**config.mk**
```make
export PLATFORM = sky130hd
export DESIGN_NAME = pc_sequencer_flat
export DESIGN_NICKNAME = d
export VERILOG_FILES = /design/src/rtl/pc_sequencer_if.sv /design/src/rtl/pc_sequencer.sv /design/src/flat_wrapper.sv
export SDC_FILE = /design/constraint.sdc
export NUM_CORES = 1
export LEC_CHECK = 0
export CORE_MARGIN = 1.5
export CORE_UTILIZATION = 54
export DETAILED_ROUTE_END_ITERATION = 8
export HOLD_SLACK_MARGIN = 0.12
export PLACE_DENSITY = 0.81
export SETUP_SLACK_MARGIN = 0.4
export SLEW_MARGIN = 20
export SYNTH_ARGS = -nofsm -noshare
export SYNTH_HDL_FRONTEND = slang
export SYNTH_SLANG_ARGS = --single-unit
```
**constraint.sdc**
```tcl
create_clock -name clk -period 7.5 [get_ports clk]
set_input_delay 1.125 -clock clk [delete_from_list [all_inputs] [get_ports clk]]
set_output_delay 1.125 -clock clk [all_outputs]
set_load 0.005 [all_outputs]
```
**src/rtl/pc_sequencer_if.sv**
```systemverilog
// Control and PC bus between an instruction-fetch front end and the PC sequencer.
// The master drives the next-PC controls; the slave (the sequencer) returns the PC
// and the return-address-stack status.
interface pc_sequencer_if #(
    parameter int WIDTH = 32
);
    logic             stall;
    logic             branch_taken;
    logic [WIDTH-1:0] sign_imm;
    logic             jump;
    logic             call;
    logic             ret;
    logic [WIDTH-1:0] jump_target;
    logic [WIDTH-1:0] pc;
    logic [WIDTH-1:0] pc_plus1;
    logic [WIDTH-1:0] pc_branch;
    logic             ras_empty;
    logic             ras_full;
    logic             ras_err;

    modport master (
        output stall, branch_taken, sign_imm, jump, call, ret, jump_target,
        input  pc, pc_plus1, pc_branch, ras_empty, ras_full, ras_err
    );

    modport slave (
        input  stall, branch_taken, sign_imm, jump, call, ret, jump_target,
        output pc, pc_plus1, pc_branch, ras_empty, ras_full, ras_err
    );
endinterface

```
**src/rtl/pc_sequencer.sv**
```systemverilog
// Program counter sequencer with a circular return-address stack.
// Next-PC priority: stall > ret > call/jump > branch > sequential.
// A full stack overwrites its oldest entry; overflow and underflow set a sticky error.
module pc_sequencer #(
    parameter int               WIDTH     = 32,
    parameter int               RAS_DEPTH = 4,
    parameter logic [WIDTH-1:0] RESET_PC  = '0,
    parameter int               PC_INC    = 1
) (
    input  logic           clk,
    input  logic           reset,
    pc_sequencer_if.slave  bus
);
    localparam int PW = $clog2(RAS_DEPTH);
    localparam int CW = $clog2(RAS_DEPTH + 1);
    localparam logic [WIDTH-1:0] INC      = WIDTH'(PC_INC);
    localparam logic [PW-1:0]    TOP_LAST = PW'(RAS_DEPTH - 1);
    localparam logic [CW-1:0]    CNT_FULL = CW'(RAS_DEPTH);

    logic [WIDTH-1:0] pc_q, pc_d;
    logic [PW-1:0]    top_q, top_d;
    logic [CW-1:0]    cnt_q, cnt_d;
    logic             err_q, err_d;
    logic [WIDTH-1:0] ras_q [RAS_DEPTH];

    logic [WIDTH-1:0] pc_plus1;
    logic [WIDTH-1:0] pc_branch;
    logic [PW-1:0]    top_inc;
    logic [PW-1:0]    top_dec;
    logic             empty;
    logic             full;
    logic             wr_en;
    logic [PW-1:0]    wr_idx;

    // Adders wrap naturally at WIDTH bits; the offset is already sign-extended.
    assign pc_plus1  = pc_q + INC;
    assign pc_branch = pc_plus1 + bus.sign_imm;

    // Pointer arithmetic wraps explicitly so non-power-of-two depths work.
    assign top_inc = (top_q == TOP_LAST) ? '0 : top_q + 1'b1;
    assign top_dec = (top_q == '0) ? TOP_LAST : top_q - 1'b1;

    assign empty = (cnt_q == '0);
    assign full  = (cnt_q == CNT_FULL);

    // Next-state selection for PC, stack pointer, count and error flag.
    always_comb begin
        pc_d   = pc_q;
        top_d  = top_q;
        cnt_d  = cnt_q;
        err_d  = err_q;
        wr_en  = 1'b0;
        wr_idx = top_q;
        if (!bus.stall) begin
            if (bus.ret) begin
                if (empty) begin
                    // Underflow: fall through sequentially; a simultaneous call still pushes.
                    pc_d  = pc_plus1;
                    err_d = 1'b1;
                    if (bus.call) begin
                        wr_en  = 1'b1;
                        wr_idx = top_inc;
                        top_d  = top_inc;
                        cnt_d  = CW'(1);
                    end
                end else begin
                    pc_d = ras_q[top_q];
                    if (bus.call) begin
                        // Return and call in one cycle: swap the top entry in place.
                        wr_en  = 1'b1;
                        wr_idx = top_q;
                    end else begin
                        top_d = top_dec;
                        cnt_d = cnt_q - 1'b1;
                    end
                end
            end else if (bus.call) begin
                pc_d   = bus.jump_target;
                wr_en  = 1'b1;
                wr_idx = top_inc;
                top_d  = top_inc;
                // When full, the advanced pointer lands on the oldest entry and overwrites it.
                if (full) begin
                    err_d = 1'b1;
                end else begin
                    cnt_d = cnt_q + 1'b1;
                end
            end else if (bus.jump) begin
                pc_d = bus.jump_target;
            end else if (bus.branch_taken) begin
                pc_d = pc_branch;
            end else begin
                pc_d = pc_plus1;
            end
        end
    end

    // Control state with asynchronous reset.
    always_ff @(posedge clk or posedge reset) begin
        if (reset) begin
            pc_q  <= RESET_PC;
            top_q <= '0;
            cnt_q <= '0;
            err_q <= 1'b0;
        end else begin
            pc_q  <= pc_d;
            top_q <= top_d;
            cnt_q <= cnt_d;
            err_q <= err_d;
        end
    end

    // Stack storage is not cleared; writes are blocked while reset is held.
    always_ff @(posedge clk) begin
        if (wr_en && !reset) begin
            ras_q[wr_idx] <= pc_plus1;
        end
    end

    assign bus.pc        = pc_q;
    assign bus.pc_plus1  = pc_plus1;
    assign bus.pc_branch = pc_branch;
    assign bus.ras_empty = empty;
    assign bus.ras_full  = full;
    assign bus.ras_err   = err_q;
endmodule

```
**src/flat_wrapper.sv**
```systemverilog
// flat-port wrapper written by rule: the top's interface ports become plain ports
module pc_sequencer_flat 
#(
    parameter int               WIDTH     = 32,
    parameter int               RAS_DEPTH = 4,
    parameter logic [WIDTH-1:0] RESET_PC  = '0,
    parameter int               PC_INC    = 1
)
  (clk, reset, bus_stall, bus_branch_taken, bus_sign_imm, bus_jump, bus_call, bus_ret, bus_jump_target, bus_pc, bus_pc_plus1, bus_pc_branch, bus_ras_empty, bus_ras_full, bus_ras_err);
  pc_sequencer_if #(.WIDTH(WIDTH)) bus_i ();
  input  logic clk;
  input  logic reset;
  input wire logic [$bits(bus_i.stall)-1:0] bus_stall;
  input wire logic [$bits(bus_i.branch_taken)-1:0] bus_branch_taken;
  input wire logic [$bits(bus_i.sign_imm)-1:0] bus_sign_imm;
  input wire logic [$bits(bus_i.jump)-1:0] bus_jump;
  input wire logic [$bits(bus_i.call)-1:0] bus_call;
  input wire logic [$bits(bus_i.ret)-1:0] bus_ret;
  input wire logic [$bits(bus_i.jump_target)-1:0] bus_jump_target;
  output wire logic [$bits(bus_i.pc)-1:0] bus_pc;
  output wire logic [$bits(bus_i.pc_plus1)-1:0] bus_pc_plus1;
  output wire logic [$bits(bus_i.pc_branch)-1:0] bus_pc_branch;
  output wire logic [$bits(bus_i.ras_empty)-1:0] bus_ras_empty;
  output wire logic [$bits(bus_i.ras_full)-1:0] bus_ras_full;
  output wire logic [$bits(bus_i.ras_err)-1:0] bus_ras_err;
  assign bus_i.stall = bus_stall;
  assign bus_i.branch_taken = bus_branch_taken;
  assign bus_i.sign_imm = bus_sign_imm;
  assign bus_i.jump = bus_jump;
  assign bus_i.call = bus_call;
  assign bus_i.ret = bus_ret;
  assign bus_i.jump_target = bus_jump_target;
  assign bus_pc = bus_i.pc;
  assign bus_pc_plus1 = bus_i.pc_plus1;
  assign bus_pc_branch = bus_i.pc_branch;
  assign bus_ras_empty = bus_i.ras_empty;
  assign bus_ras_full = bus_i.ras_full;
  assign bus_ras_err = bus_i.ras_err;
  pc_sequencer #(.WIDTH(WIDTH), .RAS_DEPTH(RAS_DEPTH), .RESET_PC(RESET_PC), .PC_INC(PC_INC)) u_core (.clk(clk), .reset(reset), .bus(bus_i));
endmodule
```
==> metrics.md, run 1 <==
| Metric | Value |
|---|---|
| Period utilization | between 80 and 90% |
| Critical Path Fanout Max | 8 |
| Critical Path Stages | 13 |
| GP Congestion | about 0.97 |
| DR WL/cell | ~25 µm |
| CP cell instances | nand4_2, or3_1, nor3_1, xor2_1, ha_1, nand4_1, or2_2, and3b_1, nor4_1, o31ai_1, a21oi_1, xnor2_1, clkdlybuf4s50_1 |
| Critical path launch point type | flip-flop |
| Mean Syn Cell Area | ~11 µm² |
| Main flop type after synthesis | edfxtp_1 |
| Placed inst area | around 0.012 mm² |
| FP Rows | 49 |
| Hold slack | around 0.50 ns |
| Relative slew slack | 29.99% |
| Net Switching | roughly 2 mW |
| Number of enable flip-flop cells after synthesis | 128 |
| Mapped Area | roughly 0.010 mm² |
| Layout Nets | ~1200 |
| Setup tns final | 0 ns |
| CP bufs+invs | 1 |
| Initial antenna violation count | 0 |
| First-pass GRT wire length | 48470 µm |
| Least-Margin Pin Slew | 1.046 ns |
| CTS tree | done |
| PwrDens | approximately 400 mW/mm² |
| Fill cells | 1337 |
| Most frequent cells in the layout | clkdlybuf4s50_1 (169), edfxtp_1 (128), nand2_1 (79) |
| Util after Layout | 69.88% |
| GR Util All Layers | 33.20% |
| Remaining Overflow, GRT | 0 |
| Routed WL | around 32000 µm |
| Crit-path max cell delay | 0.72 ns |
| FMAX | between 100 and 150 MHz |
| Worst setup path start | u_core.bus.pc[2] |
| Hold-fix buffers, CTS | 0 |
| Hold_sp | u_core.bus.ras_err |
| Register area | 0.004796 mm² |
| Initial cell density of the core | 55.25% |
| Syn nets | about 1000 |
| Sw Ratio | 38.70% |
| Die X | roughly 140 µm |
| DR vias | 8662 |
| Delay-heaviest family, CP | simple AND/OR/NAND/NOR gates |
| Max Cap Viol | 0 |
| Vias in the first global route | roughly 8300 |
| WS Path Type | reg -> out |
| Die ar. | 0.01927 mm² |
| Reg power frac | 28.0% |
| DRT iter0 DRCs | between 1000 and 1500 |
| Clock skew | 0.01366 ns |
| DRC violations left | 0 |
| IO Pins | 170 |
| Largest net degree at the start of global routing | between 40 and 50 |
| R2r worst-path depth | 13 |
| Clock power share | a little under a fifth |
| PortBufs | approximately 170 |
| Syn Inst Count | about 890 |
| Post-synthesis register bit count | roughly 170 |
| Finished Cell Area | 0.01260 mm² |
| H-tree depth | 4 |
| Critical path arrival | around 5.6 ns |
| Crit. End Element | primary output |
| Die extent in y | between 100 and 150 µm |
| Ant. Diodes | 0 |
| Hold Path Stages | 1 |
| Synth warn | 0 |
| Synth unique cells | 74 |
| Period minus WS final | 6.683 ns |
| Comb pwr share | between 50% and 60% |
| Critical path required time | 6.38 ns |
| Hold Crit Class | reg -> reg |
| TritonRoute pass-1 iters | 6 |
| Num CTS Buffers | 17 |
| Asr flop ratio synth | around 23% |
| Slowest CP cell | nor4_1 |
| Worst VDD drop | 0.0002234 V |
| Setup violators final | 0 |
| Layout cell share with drive strength beyond 1 | around a tenth |
| P&R area growth vs syn | 26.47% |
| DR vias/cell | between 6 and 7 |
| Maximum root-to-sink buffer count | 2 |
| Final Hold Fails | 0 |
| Post-DP HPWL | ~22000 µm |
| Reg clk slew, reported paths | roughly 0.070 ns |
| Multi-input logic area | 0.004908 mm² |
| CORE AREA | ~0.018 mm² |
| Post-synthesis sequential area ratio | 48.14% |
| Skew-Pair Late Insertion Delay | about 0.43 ns |
| Fin. max-slew vios | 0 |
| Clk root buf | clkbuf_16 |
| RSZ-0062 raised after global routing | false |
| Status | complete, no violations |
| ANT nets after route | 0 |
| Commonest non-fill, non-tap cell in the layout | clkdlybuf4s50_1 |
| P_int | 3.086 mW |
| CTS Sinks | about 170 |
| Leakage Power | about 4.8 nW |
| R2R Path Start | u_core.bus.pc[2] |
[metrics by stage]
step	setup WS [ns]	total power [mW]	cells
after CTS	0.7901	4.986	1293
after detailed placement	1.262	4.012	1261
after global placement	1.456	3.969	1261
after floorplan	1.928	2.839	885
after global routing	0.5279	5.274	1293
final	0.8167	5.034	1293
[state kept, by name, summed over array words and instances, names as in the netlist]
register            cells
u_core.cnt_q            3
u_core.bus.ras_err      1
u_core.bus.pc          32
u_core.top_q            2
u_core.ras_q          128
[synth_stat cells, types with 23 or more instances]
cell type | instances | area (µm²)
mux4_2 | 32 | 720.7
nand2_1 | 79 | 296.5
xor2_1 | 26 | 227.7
a21o_1 | 24 | 180.2
xnor2_1 | 32 | 280.3
a21oi_1 | 44 | 220.2
clkbuf_1 | 36 | 135.1
edfxtp_1 | 128 | 3844
dfrtp_1 | 38 | 950.9
inv_1 | 24 | 90.09
nor2_1 | 77 | 289.0
o21ai_0 | 55 | 275.3
nand3_1 | 23 | 115.1
ha_1 | 46 | 575.6
[routing by layer]
layer	wire [µm]	up-vias	global-route usage, %
li1	-	3762	-
met1	12060	4166	44.83
met2	15210	625	53.26
met3	3427	109	5.594
met4	1307	0	14.64
met5	0	-	0
[cells by family after synthesis]
family | count (synthesis) | synth area share, %
multiplexers | 54 | 9.523
flip-flops | 166 | 48.14
AO/OA/AOI/OAI | 234 | 15.98
adder cells (fa/ha/maj) | 47 | 5.980
buffers and inverters | 72 | 2.814
AND/OR/NAND/NOR | 253 | 12.22
XOR/XNOR | 59 | 5.339
[final timing paths]
| path | endpoint | slack [ns] |
|---|---|---|
| min | u_core.bus.ras_err | 0.50 |
| max reg2reg | u_core.bus.pc[28] | 2.47 |
| min in group asynchronous | u_core.bus.pc[6] | 1.32 |
| max in group asynchronous | u_core.top_q[0] | 5.28 |
| max | bus_pc_branch[26] | 0.82 |
| min reg2reg | u_core.bus.ras_err | 0.50 |
[area by class of cell]
| cell class | instances | share of cell area, % |
|---|---|---|
| clock buffers | 18 | 3.407 |
| clock inverters | 14 | 1.669 |
| inverters | 27 | 0.8046 |
| multi-input cells | 647 | 38.97 |
| flip-flops and latches | 166 | 38.07 |
| well taps | 229 | 2.275 |
| repair buffers | 192 | 14.80 |
[what timing repair did]
item                       CTS  global route
setup endpoints to repair    0             5
buffers inserted             0             0
hold endpoints to repair     0             0
gates resized for setup      0             2
[power groups by stage]
stage               registers, mW  logic (mW)  clock network (mW)
floorplan                    1.35        1.49                   0
global placement             1.41        2.56                   0
detailed placement           1.42        2.60                   0
CTS                          1.40        2.63               0.961
global route                 1.42        2.85                1.00
finish                       1.41        2.66               0.965
No activity file was read; power rests on OpenSTA's default activity.
==> run 2, diff against run 1 <==
--- a/config.mk
+++ b/config.mk
@@ -11,7 +11,6 @@
 export HOLD_SLACK_MARGIN = 0.12
 export PLACE_DENSITY = 0.81
 export SETUP_SLACK_MARGIN = 0.4
-export SLEW_MARGIN = 20
 export SYNTH_ARGS = -nofsm -noshare
 export SYNTH_HDL_FRONTEND = slang
 export SYNTH_SLANG_ARGS = --single-unit
==> results of run 2 <==
Final layout, timing and power as in run 1 (identical DEF).
